<file path="src/rtl/alu_pkg.sv">
`default_nettype none
// ============================================================================
//  Package     : alu_pkg
//  Description : Shared constants, FSM state encoding and salu opcode map
//                for the accumulator controller.
//  Revision    : 1.0 - initial release
// ============================================================================
package alu_pkg;

    // Datapath and opcode widths; these must match the salu instance.
    localparam int WIDTH   = 8;
    localparam int OPW     = 4;

    // Opcodes 0x0 .. NUM_OPS-1 are legal; anything above is rejected.
    localparam int NUM_OPS = 12;

    // Controller states.
    typedef enum logic [1:0] {
        ST_IDLE = 2'd0,
        ST_EXEC = 2'd1,
        ST_DONE = 2'd2
    } state_t;

    // salu mux map.
    localparam logic [OPW-1:0] OP_AND  = 4'h0;  // a & b
    localparam logic [OPW-1:0] OP_OR   = 4'h1;  // a | b
    localparam logic [OPW-1:0] OP_XOR  = 4'h2;  // a ^ b
    localparam logic [OPW-1:0] OP_ADD  = 4'h3;  // a + b
    localparam logic [OPW-1:0] OP_SUB  = 4'h4;  // a - b
    localparam logic [OPW-1:0] OP_RSUB = 4'h5;  // b - a
    localparam logic [OPW-1:0] OP_NOTA = 4'h6;  // ~a
    localparam logic [OPW-1:0] OP_SHL  = 4'h7;  // a << 1
    localparam logic [OPW-1:0] OP_SHR  = 4'h8;  // a >> 1
    localparam logic [OPW-1:0] OP_INC  = 4'h9;  // a + 1
    localparam logic [OPW-1:0] OP_DEC  = 4'hA;  // a - 1
    localparam logic [OPW-1:0] OP_PASSB = 4'hB; // b

endpackage : alu_pkg
`default_nettype wire

</file>
<file path="src/rtl/alu_acc_ctrl.sv">
`default_nettype none
// ============================================================================
//  Module      : alu_acc_ctrl
//  Description : Accumulator controller wrapped around an external
//                combinational salu. Accepts one request per valid/ready
//                handshake, feeds salu from registers, writes the result
//                back into the accumulator and presents it on an output
//                valid/ready handshake.
//  Options     : ALU_ACC_OPCNT_EN - adds a saturating 16-bit op_count port
//                counting completed output handshakes.
//  Revision    : 1.0 - initial release
// ============================================================================
module alu_acc_ctrl
    import alu_pkg::*;
#(
    parameter int WIDTH   = alu_pkg::WIDTH,
    parameter int OPW     = alu_pkg::OPW,
    parameter int NUM_OPS = alu_pkg::NUM_OPS
) (
    input  logic             clk,
    input  logic             rst_n,
    input  logic             in_valid,
    output logic             in_ready,
    input  logic             in_load,
    input  logic [OPW-1:0]   in_op,
    input  logic [WIDTH-1:0] in_data,
    output logic [WIDTH-1:0] alu_a,
    output logic [WIDTH-1:0] alu_b,
    output logic [OPW-1:0]   alu_mux,
    input  logic [WIDTH-1:0] alu_result,
    output logic             out_valid,
    input  logic             out_ready,
    output logic [WIDTH-1:0] out_data,
    output logic             out_zero,
`ifdef ALU_ACC_OPCNT_EN
    output logic             out_err,
    output logic [15:0]      op_count
`else
    output logic             out_err
`endif
);

    // One extra bit so NUM_OPS == 2**OPW still compares correctly.
    localparam logic [OPW:0] C_NUM_OPS = NUM_OPS[OPW:0];

    state_t           state_q, state_d;
    logic [WIDTH-1:0] acc_q,   acc_d;
    logic [OPW-1:0]   op_q,    op_d;
    logic [WIDTH-1:0] opnd_q,  opnd_d;
    logic             err_q,   err_d;
    logic             op_illegal;

    assign op_illegal = ({1'b0, in_op} >= C_NUM_OPS);

    // Next-state and datapath update for the IDLE -> EXEC -> DONE sequence.
    always_comb begin
        state_d = state_q;
        acc_d   = acc_q;
        op_d    = op_q;
        opnd_d  = opnd_q;
        err_d   = err_q;
        case (state_q)
            ST_IDLE: begin
                if (in_valid) begin
                    op_d   = in_op;
                    opnd_d = in_data;
                    if (in_load) begin
                        // Direct load bypasses salu; opcode is don't-care.
                        acc_d   = in_data;
                        err_d   = 1'b0;
                        state_d = ST_DONE;
                    end else if (op_illegal) begin
                        err_d   = 1'b1;
                        state_d = ST_DONE;
                    end else begin
                        state_d = ST_EXEC;
                    end
                end
            end
            ST_EXEC: begin
                // salu has had a full cycle to settle on registered inputs.
                acc_d   = alu_result;
                err_d   = 1'b0;
                state_d = ST_DONE;
            end
            ST_DONE: begin
                if (out_ready) begin
                    state_d = ST_IDLE;
                end
            end
            default: begin
                state_d = ST_IDLE;
            end
        endcase
    end

    // Controller state and datapath registers; reset aborts any operation.
    always_ff @(posedge clk or negedge rst_n) begin
        if (!rst_n) begin
            state_q <= ST_IDLE;
            acc_q   <= '0;
            op_q    <= '0;
            opnd_q  <= '0;
            err_q   <= 1'b0;
        end else begin
            state_q <= state_d;
            acc_q   <= acc_d;
            op_q    <= op_d;
            opnd_q  <= opnd_d;
            err_q   <= err_d;
        end
    end

    // salu operands come straight from flops so they never glitch.
    assign alu_a     = acc_q;
    assign alu_b     = opnd_q;
    assign alu_mux   = op_q;

    assign in_ready  = (state_q == ST_IDLE);
    assign out_valid = (state_q == ST_DONE);
    assign out_data  = acc_q;
    assign out_zero  = (acc_q == '0);
    assign out_err   = err_q;

`ifdef ALU_ACC_OPCNT_EN
    logic [15:0] cnt_q, cnt_d;

    // Count output handshakes, holding at all-ones instead of wrapping.
    always_comb begin
        cnt_d = cnt_q;
        if (out_valid && out_ready && (cnt_q != 16'hFFFF)) begin
            cnt_d = cnt_q + 16'd1;
        end
    end

    // Handshake counter register.
    always_ff @(posedge clk or negedge rst_n) begin
        if (!rst_n) begin
            cnt_q <= 16'd0;
        end else begin
            cnt_q <= cnt_d;
        end
    end

    assign op_count = cnt_q;
`endif

endmodule : alu_acc_ctrl
`default_nettype wire

</file>
<file path="config.mk">
export PLATFORM = sky130hd
export DESIGN_NAME = alu_acc_ctrl
export DESIGN_NICKNAME = d
export VERILOG_FILES = /design/src/rtl/alu_pkg.sv /design/src/rtl/alu_acc_ctrl.sv
export SDC_FILE = /design/constraint.sdc
export NUM_CORES = 1
export LEC_CHECK = 0
export ABC_AREA = 0
export BUFFER_PORTS_ARGS = -buffer_cell sky130_fd_sc_hd__buf_2
export CAP_MARGIN = 20
export CORE_UTILIZATION = 44
export CTS_CLUSTER_DIAMETER = 50
export DETAILED_ROUTE_END_ITERATION = 10
export GPL_TIMING_DRIVEN = 0
export PLACE_DENSITY = 0.78
export SYNTH_ARGS = -nofsm -noshare
export SYNTH_HDL_FRONTEND = slang
export SYNTH_SLANG_ARGS = --single-unit
</file>
<file path="constraint.sdc">
create_clock -name clk -period 1.6 [get_ports clk]
set_input_delay 0.32 -clock clk [delete_from_list [all_inputs] [get_ports clk]]
set_output_delay 0.32 -clock clk [all_outputs]
set_load 0.02 [all_outputs]
</file>
* Yosys cells after proc, flatten, opt, wreduce, memory -nomap -nowiden
Index checks and enable logic that the tools add are counted.
Word-level totals: bits in registers 23, output and inout port bits 32, word-level logic and storage cells 31
Cells by class: order comparisons 1, equal/unequal tests 6, multiplexer cells 12, reduce and logical (&&, ||, !) cells 7
Operators by type and width (count):
- 8-bit two-way mux | 2
- 8-bit case mux with 2 select lines | 1
- 8-bit logical NOT | 1
- 2-bit two-way mux | 4
- 2-bit case mux with 3 select lines | 1
- 3-bit AND reduction | 2
- 4-bit greater-or-equal comparator (second input constant) | 1
- 2-bit by 1-bit inequality test with 1-bit output (second input constant) | 2
- 2-bit AND reduction | 2
- 1-bit two-way mux | 3
- 3-bit by 1-bit inequality test with 1-bit output (second input constant) | 1
- 2-bit by 1-bit equality test with 1-bit output (second input constant) | 1
- 2-bit equality test (second input constant) | 1
- 2-bit logical NOT | 1
- 2-bit inequality test (second input constant) | 1
- 1-bit case mux with 2 select lines | 1
- 2-bit nonzero test | 1

* Logic depth before layout (Yosys ltp)
word-level depth 5, depth in mapped cells 4

* Worst setup path before layout
No wires, ideal clock.
kind register -> output, start register acc_q[5] (netlist: alu_a[5]), end output out_zero, arrival 1.291 ns, setup slack -0.011 ns, stages on the path, launching flop included 3, cell sequence dfrtp_1 or4_1 nor2_1
On the way: cells in the longest elaborated chain, start to end 1
RTL lines:
- start: declaration | RTL line alu_acc_ctrl.sv:47 | logic [WIDTH-1:0] acc_q, acc_d;
- start signal: assignment | RTL line alu_acc_ctrl.sv:101 | acc_q <= '0;
- start signal: assignment | RTL line alu_acc_ctrl.sv:107 | acc_q <= acc_d;
- 8-bit logical NOT | RTL line alu_acc_ctrl.sv:122 | assign out_zero = (acc_q == '0);
- end: declaration | RTL line alu_acc_ctrl.sv:34 | output logic out_zero,
No other way between the ends.

* Worst setup path in the final report
start register acc_q[4] (netlist: alu_a[4]), end output out_zero
The elaborated chain is that of the path after synthesis.

==> impl_metrics.py <==
metrics = {
    "final_layout": {
        "final_common_cell": "buf_2",
        "fin_util_pct": 66.1,
        "drive_above_1_share_pct": 72.9,
        "fin_nets": 170,
        "syn_to_final_growth_pct": 36.6,
        "antenna_cells": 0,
        "final_area_um2": 1500,
        "mostFrequentLayoutCells": "buf_2 (56), dfrtp_1 (23), mux2_2 (20)",
    },
    "placement": {
        "globalplace.congestion": 0.756,
        "place_ws_ps": 71.6,
        "place_area_um2": 1420,
        "dp_hpwl_mm": 1.69,
        "io_buffer_count": 56,
    },
    "sta": {
        "hold_viol": 0,
        "final.min_clock_period_ps": 1820,
        "fin_ws_ps": -216,
        "fmax_mhz": 551,
        "fin_skew_ps": 4.82,
        "slew_headroom_pct": 66.5,
        "slew_viol_final": 0,
        "min_period_over_period_pct": 113,
        "tightest_slew_ps": 503,
        "setup_viol": 1,
        "rsz0062_at_grt": "yes",
    },
    "power": {
        "power.leakage_nw": 0.777,
        "peakVddDrop_v": 0.00104,
        "power.density_nw_per_um2": 2010,
        "finalPower_mw": 3.02,
    },
    "drt": {
        "via_count": 845,
        "via_per_inst": 4.91,
        "finalWirelength_mm": 2.24,
        "drcViolationCount": 0,
        "dr.pass1.iters": 4,
        "postRouteAntennaNets": 0,
        "routedWlPerCell_um": 13.0,
        "initialDrtViolationCount": 4,
    },
    "die": {
        "num_rows": 17,
        "initial_core_util_pct": 48.4,
        "io_pins": 57,
        "die-area_um2": 2710,
        "dieWidth_um": 52.0,
        "core_area_um2": 2280,
        "dieHeight_um": 52.0,
    },
    "setup_path": {
        "worstSetupPathType": "reg -> out",
        "worstPathMaxFanout": 2,
        "r2r.worst_path.cells": 4,
        "endpoint_kind": "primary output",
        "r2r_end": "alu_a[4]$_DFFE_PN0P_",
        "rr_startpoint": "state_q[1]$_DFFE_PN0P_",
        "reg2reg_slack_ps": 160,
        "critPathArrivalTime_ps": 1500,
        "crit_required_ps": 1280,
        "startpoint_type": "flip-flop",
    },
    "clock_tree": {
        "cts_tree": "done",
        "cts_root_buf": "clkbuf_4",
        "htree_levels": 1,
        "cts_made_buffers": 3,
        "clk_pin_slew_worst_paths_ps": 120,
        "clockBufferDepth": 2,
        "insertion_delay_ps": 300,
        "cts_sinks": 23,
    },
    "synthesis": {
        "synth_nets": 104,
        "netlist_instances": 79,
        "synthFlopType": "dfrtp_1",
        "ys_ff_latch": 23,
        "synth-edff-count": 0,
        "synth_area_um2": 1100,
        "netlist-cell-type-count": 19,
        "synth_warnings": 0,
        "avgSynthCellArea_um2": 13.9,
        "synth_seq_area_share_pct": 52.3,
        "synthArstFlopShare_pct": 100,
    },
    "worst_hold_path": {
        "whs_endpoint": "state_q[0]$_DFFE_PN0P_",
        "min_from": "in_load",
        "holdCritPathClass": "in -> reg",
        "whs_path_depth": 2,
    },
    "global_route": {
        "grt_overflow": 0,
        "grt_pass1_vias": 838,
        "antenna_found_initial": 0,
        "track_usage_pct": 18.6,
        "grt_max_degree": 24,
        "grt_pass1_wl_mm": 3.64,
    },
    "status": {
        "failed_checks": "setup timing",
        "status": "finished, violations left",
    },
    "run": {
        "drv_cap": 0,
    },
}
area by class of cell:
type,count,area [um^2]
repair buffers,61,327
fillers,191,772
clock buffers,4,26.3
well taps,28,35.0
flip-flops and latches,23,576
plain buffers,10,76.3
multi-input cells,46,464
critical path, stage by stage (launching register included):
cell and delay, ps:
dfrtp_1 400, or4_4 560, nor2_4 120, buf_6 110
kinds of logic (layout without fill, tap and decap cells):
family          count (synthesis)  count (layout)  synth area share [%]
compound gates                  6               6                  3.41
buf+inv                        10              75                  6.93
flops                          23              23                  52.3
mux                            28              28                  31.4
simple gates                   12              12                  6.02
layer usage:
| layer | track usage [%] | part of all wire (%) | vias up |
|---|---|---|---|
| li1 | - | - | 402 |
| met1 | 23.2 | 43 | 394 |
| met2 | 32.3 | 47 | 46 |
| met3 | 3.80 | 9.0 | 3 |
| met4 | 5.41 | 0.94 | 0 |
| met5 | 0 | 0 | - |
synthesized netlist by cell type (2+ instances only):
cell type	n	area (um^2)
dfrtp_1	23	576
mux2_4	8	120
nor2_1	2	7.51
mux2_2	20	225
nand2_1	3	11.3
buf_4	8	60.1
a21oi_1	2	10.0
or4_1	2	15.0
through the flow:
stage / instances / hold slack (ps) / setup TNS, ps
6_report: 172 / 207 / -216
3_3_place_gp: 163 / 317 / 0
3_5_place_dp: 163 / 321 / 0
4_1_cts: 172 / 201 / -207
2_1_floorplan: 79 / 24.4 / 0
5_1_grt: 172 / 185 / -268
sequential cells by signal, summed over array words and instances (netlist names):
signal	count
alu_a	8
alu_b	8
alu_mux	4
out_err	1
state_q	2
worst max-delay path by stage:
stage	slack, ps	to	depth (start not counted)	start
floorplan	50	out_zero	2	alu_a[5]$_DFFE_PN0P_
global placement	100	out_zero	3	alu_a[5]$_DFFE_PN0P_
detailed placement	70	out_zero	3	alu_a[1]$_DFFE_PN0P_
CTS	-210	out_zero	3	alu_a[5]$_DFFE_PN0P_
global route	-270	out_zero	3	alu_a[4]$_DFFE_PN0P_
finish	-220	out_zero	3	alu_a[4]$_DFFE_PN0P_
where the power goes:
part	internal, mW	switching [mW]	leakage [nW]
clock	0.0973	0.163	0.0150
combinational	0.799	0.906	0.489
sequential	0.862	0.189	0.273
what timing repair did:
item | in CTS | in global routing
pin swaps | 0 | 1
setup endpoints to repair | 1 | 1
hold endpoints to repair | 23 | 0
hold buffers | 1 | 0
buffers inserted | 4 | 0
cloned | 0 | 0
resized for setup | 5 | 0
(Power assumes the default switching activity.)
